==> config.mk <==
export PLATFORM = sky130hd
export DESIGN_NAME = adc_sequencer
export DESIGN_NICKNAME = d
export VERILOG_FILES = /design/src/rtl/adc_sequencer.sv
export SDC_FILE = /design/constraint.sdc
export NUM_CORES = 1
export LEC_CHECK = 0
export ABC_AREA = 1
export CAP_MARGIN = 20
export CORE_UTILIZATION = 50
export CTS_BUF_LIST = sky130_fd_sc_hd__clkbuf_16
export DETAILED_ROUTE_END_ITERATION = 6
export GPL_TIMING_DRIVEN = 0
export HOLD_SLACK_MARGIN = 0.15
export PLACE_DENSITY = 0.76
export SLEW_MARGIN = 20
export SYNTH_ARGS = -nofsm -noshare
export SYNTH_HDL_FRONTEND = slang
export SYNTH_SLANG_ARGS = --single-unit
==> constraint.sdc <==
create_clock -name clk -period 2.53 [get_ports clk]
set_input_delay 0.253 -clock clk [delete_from_list [all_inputs] [get_ports clk]]
set_output_delay 0.253 -clock clk [all_outputs]
set_load 0.005 [all_outputs]
==> src/rtl/adc_sequencer.sv <==
// AD7705 sequencer: hardware reset, per-channel register setup, then DRDY-polled 16-bit reads alternating across enabled channels.
// drdy pin to RQST is 3 clocks; every SPI byte waits for a spi_done rising edge, and the next byte waits for spi_done low.
module adc_sequencer #(
    parameter int         RESET_CYCLES   = 3000,
    parameter int         SETTLE_CYCLES  = 1500,
    parameter int         TIMEOUT_CYCLES = 65535,
    parameter logic [7:0] CLK_REG        = 8'h0C,
    parameter logic [7:0] SETUP_REG      = 8'h44
) (
    input  logic        clk,
    input  logic        reset,
    input  logic        enable,
    input  logic [1:0]  ch_en,
    input  logic        drdy,
    input  logic        spi_done,
    input  logic [7:0]  spi_rx,
    output logic        spi_transmit,
    output logic [7:0]  spi_tx,
    output logic        adc_reset,
    output logic [15:0] sample,
    output logic        sample_ch,
    output logic        sample_valid,
    output logic        busy,
    output logic        timeout_err
);

    localparam logic [3:0] RST_LO   = 4'd0;
    localparam logic [3:0] RST_WAIT = 4'd1;
    localparam logic [3:0] CFG      = 4'd2;
    localparam logic [3:0] IDLE     = 4'd3;
    localparam logic [3:0] POLL     = 4'd4;
    localparam logic [3:0] RQST     = 4'd5;
    localparam logic [3:0] RD_HI    = 4'd6;
    localparam logic [3:0] RD_LO    = 4'd7;
    localparam logic [3:0] EMIT     = 4'd8;

    localparam logic [15:0] RST_LAST    = 16'(RESET_CYCLES - 1);
    localparam logic [15:0] SETTLE_LAST = 16'(SETTLE_CYCLES - 1);
    localparam logic [15:0] TMO_LAST    = 16'(TIMEOUT_CYCLES - 1);

    logic [3:0]  state;
    logic [15:0] cnt;
    logic        drdy_meta;
    logic        drdy_sync;
    logic        done_q;
    logic        cfg_ch;
    logic        cfg_ch1_pending;
    logic [1:0]  cfg_idx;
    logic        ch;
    logic [7:0]  rd_hi;
    logic        byte_state;
    logic        byte_done;

    assign byte_state = (state == CFG) || (state == RQST) || (state == RD_HI) || (state == RD_LO);
    assign byte_done  = spi_transmit && spi_done && !done_q;
    assign adc_reset  = (state != RST_LO);
    assign busy       = (state != IDLE);

    // spi_tx is a pure function of state and byte index, both of which only move
    // on the edge that drops spi_transmit, so it is stable for the whole byte.
    always_comb begin
        spi_tx = 8'h00;
        case (state)
            CFG: begin
                case (cfg_idx)
                    2'd0:    spi_tx = 8'h20 | {7'd0, cfg_ch};
                    2'd1:    spi_tx = CLK_REG;
                    2'd2:    spi_tx = 8'h10 | {7'd0, cfg_ch};
                    default: spi_tx = SETUP_REG;
                endcase
            end
            RQST:    spi_tx = 8'h38 | {7'd0, ch};
            default: spi_tx = 8'h00;
        endcase
    end

    always_ff @(posedge clk or posedge reset) begin
        if (reset) begin
            state           <= RST_LO;
            cnt             <= 16'd0;
            drdy_meta       <= 1'b1;
            drdy_sync       <= 1'b1;
            done_q          <= 1'b0;
            cfg_ch          <= 1'b0;
            cfg_ch1_pending <= 1'b0;
            cfg_idx         <= 2'd0;
            ch              <= 1'b0;
            rd_hi           <= 8'h00;
            spi_transmit    <= 1'b0;
            sample          <= 16'h0000;
            sample_ch       <= 1'b0;
            sample_valid    <= 1'b0;
            timeout_err     <= 1'b0;
        end else begin
            drdy_meta <= drdy;
            drdy_sync <= drdy_meta;
            done_q    <= spi_done;

            if (byte_state) begin
                if (!spi_transmit && !spi_done)
                    spi_transmit <= 1'b1;
                else if (byte_done)
                    spi_transmit <= 1'b0;
            end

            case (state)
                RST_LO: begin
                    if (cnt == RST_LAST) begin
                        cnt   <= 16'd0;
                        state <= RST_WAIT;
                    end else begin
                        cnt <= cnt + 16'd1;
                    end
                end
                RST_WAIT: begin
                    if (cnt == SETTLE_LAST) begin
                        cnt             <= 16'd0;
                        cfg_ch          <= !ch_en[0];
                        cfg_ch1_pending <= ch_en[0] && ch_en[1];
                        cfg_idx         <= 2'd0;
                        state           <= (ch_en == 2'b00) ? IDLE : CFG;
                    end else begin
                        cnt <= cnt + 16'd1;
                    end
                end
                CFG: begin
                    if (byte_done) begin
                        if (cfg_idx != 2'd3) begin
                            cfg_idx <= cfg_idx + 2'd1;
                        end else if (cfg_ch1_pending) begin
                            cfg_ch1_pending <= 1'b0;
                            cfg_ch          <= 1'b1;
                            cfg_idx         <= 2'd0;
                        end else begin
                            state <= IDLE;
                        end
                    end
                end
                IDLE: begin
                    if (enable && (ch_en != 2'b00)) begin
                        ch    <= !ch_en[0];
                        cnt   <= 16'd0;
                        state <= POLL;
                    end
                end
                POLL: begin
                    if (!drdy_sync) begin
                        cnt   <= 16'd0;
                        state <= RQST;
                    end else if (cnt == TMO_LAST) begin
                        cnt         <= 16'd0;
                        timeout_err <= 1'b1;
                        state       <= RST_LO;
                    end else begin
                        cnt <= cnt + 16'd1;
                    end
                end
                RQST: begin
                    if (byte_done)
                        state <= RD_HI;
                end
                RD_HI: begin
                    if (byte_done) begin
                        rd_hi <= spi_rx;
                        state <= RD_LO;
                    end
                end
                RD_LO: begin
                    if (byte_done) begin
                        sample       <= {rd_hi, spi_rx};
                        sample_ch    <= ch;
                        sample_valid <= 1'b1;
                        state        <= EMIT;
                    end
                end
                EMIT: begin
                    sample_valid <= 1'b0;
                    // Next enabled channel, wrapping; a lone enabled channel repeats.
                    ch    <= (ch_en == 2'b11) ? !ch : ch_en[1];
                    cnt   <= 16'd0;
                    state <= (enable && (ch_en != 2'b00)) ? POLL : IDLE;
                end
                default: state <= RST_LO;
            endcase
        end
    end

endmodule
==> flow_summary.toml <==
[pwr]
power_uw = 1680
power_density_nw_per_um2 = 439
p_switching_uw = 383
p_comb_frac = 0.032
ir_drop_uv = 270
power_frac_clock = 0.432
p_leak_uw = 0.00189
swShare = 0.228
intPower_uw = 1300
seqPwrFrac = 0.536

[route]
wl_per_cell_um = 12.9
first_pass_iters = 4
drc_errors = 0
detail-route-antenna-nets = 0
wirelength_um = 7150
drt-initial-drc-count = 181
vias_per_cell = 5.16
via_count = 2856

[timing]
fin_crit_sh = 0.905
final.min_clock_period_ns = 2.29
rsz0062_at_grt = "false"
finClkSkew_ns = 0.00563
worstMarginPinSlew_ns = 0.687
hold_viol = 0
slew_viol_final = 0
slew_headroom = 0.542
fmaxAchievable_mhz = 437
setup_viol = 0

[critical_path]
cp_max_fo = 9
end_kind = "output pin"
critPathKind = "reg -> out"
crit_path_start_kind = "flop"
arrival_ns = 2.04
reg2reg_depth = 11
required_ns = 2.28

[yosys]
ys_ff_latch = 56
avgSynthCellArea_um2 = 7.39
yosysUniqueCellTypes = 35
yosys_warnings = 0
async_flop_share = 1.00
synth_ff_type = "dfrtp_1"
syn_area_um2 = 3160
synth-edff-count = 0
ys_seq_area_frac = 0.444
synthCells = 428

[placed_design]
placed_cell_area_um2 = 3680
place_hpwl_um = 5260
gp_congestion = 0.917
io_buffers = 42

[floorplanning]
core_area_um2 = 6030
dieWidth_um = 81.5
die-area_um2 = 6650
die_y_um = 81.5
io_pins = 45
initial_core_util = 0.525
row_count = 28

[cts]
cts_tree = "done"
ctsHoldBuffers = 0
cts-resized-gates = 0
htree_levels = 2
postCtsSetupBuffers = 0
cts.sink_count = 56
clkLatencyLatePin_ns = 0.30
numCtsBuffers = 5
clk_pin_slew_ns = 0.08
clockRootBuffer = "clkbuf_16"
clock_path_buffers = 2

[grt]
grt_max_degree = 57
grt_overflow = 0
grt_first_pass_wirelength_um = 11900
grt_pass1_vias = 2656
antenna_found_initial = 0
grtUsageTotal = 0.237

[layout]
layout_commonest_cell = "nand2_1"
nets = 499
design_area_um2 = 3830
antenna_cells = 0
final_cell_mix = "nand2_1 (143), dfrtp_1 (54), nor2_1 (47), inv_1 (45), clkdlybuf4s50_1 (42)"
drive_above_1_share = 0.109
areaGrowthSynthToFinish_pct = 21.3

[flow_run]
maxCapViolCount = 0

[worst_hold_path]
whs_path_depth = 1
hold_class = "in -> reg"

[run_status]
outcome = "finished clean"
## metrics by stage
stage	util	instances	hold slack [ns]	TNS (ns)	setup WS, ns
finish	0.636	554	0.362	0	0.241
global route	0.636	554	0.363	0	0.0945
CTS	0.636	554	0.362	0	0.233
detailed placement	0.611	546	0.351	0	0.495
global placement	0.611	546	0.346	-7.00	-0.132
floorplan	-	429	0.257	0	0.909
## worst max-delay path, stage by stage (launching register included)
cell             delay [ns]
dfrtp_1                0.48
nor2_4                 0.23
inv_2                  0.07
nor2_4                 0.22
inv_4                  0.09
o21ai_0                0.14
clkdlybuf4s50_1        0.51
## registers in the layout (all words and copies together) (netlist names)
signal           count
cfg_ch               1
cfg_ch1_pending      1
cfg_idx              2
ch                   1
cnt                 16
done_q               1
drdy_meta            1
drdy_sync            1
rd_hi                8
sample              16
sample_ch            1
sample_valid         1
spi_transmit         1
state                4
timeout_err          1
## power by group through the flow
stage          logic, uW  registers [uW]  clock network, uW
4_1_cts             56.6             901                734
2_1_floorplan       24.5             918                  0
5_1_grt             62.8             902                762
3_5_place_dp        56.5             919                  0
3_3_place_gp        55.1             919                  0
6_report            54.7             901                727
## final cells by class
class | count | area, um2
Tap cell | 75 | 93.8
Sequential cell | 56 | 1400
Inverter | 54 | 208
Multi-Input combinational cell | 312 | 1510
Buffer | 7 | 43.8
Clock inverter | 3 | 27.5
Clock buffer | 5 | 125
Fill cell | 541 | 2190
Timing Repair Buffer | 42 | 420
## logic make-up (layout without fill, tap and decap cells)
logic type,Yosys count,after routing,synth area share
xor+xnor,6,6,0.0166
fa+ha+maj,6,6,0.0237
flops,56,56,0.444
compound gates,49,49,0.0875
simple gates,249,249,0.348
buf+inv,61,111,0.0787
other cells,1,2,0.00119
## worst paths after layout
check	slack (ns)	endpoint	start
max	0.24	spi_tx[3]	state[3]
min	0.36	drdy_meta	drdy
max reg2reg	0.78	cnt[15]	cnt[0]
min reg2reg	0.36	drdy_sync	drdy_meta
max in group asynchronous	1.64	cnt[11]	reset
min in group asynchronous	0.41	cnt[4]	reset
## metal layers
| metal | routed length [um] | vias up | track usage |
|---|---|---|---|
| li1 | - | 1440 | - |
| met5 | 0 | - | 0 |
| met2 | 3210 | 93 | 0.377 |
| met3 | 475 | 9 | 0.0489 |
| met1 | 3380 | 1314 | 0.322 |
| met4 | 85 | 0 | 0.0750 |
## synth_stat cells, types with 3 or more instances
library cell  count  share of area
a21oi_2           3         0.0083
nand2_1         143           0.17
nand4_1           6          0.012
nand3_2           5          0.016
inv_1            46          0.055
nor2_4            5          0.018
nand2_2           5         0.0099
o21ai_1           4         0.0063
inv_2             6         0.0071
dfrtp_1          54           0.43
o21ai_0          26          0.041
xor2_1            6          0.017
ha_1              6          0.024
nor2_1           47          0.056
nor2_2            7          0.014
nand3_1          25          0.040
a21oi_1          10          0.016
Power figures use the tool's default switching activity.
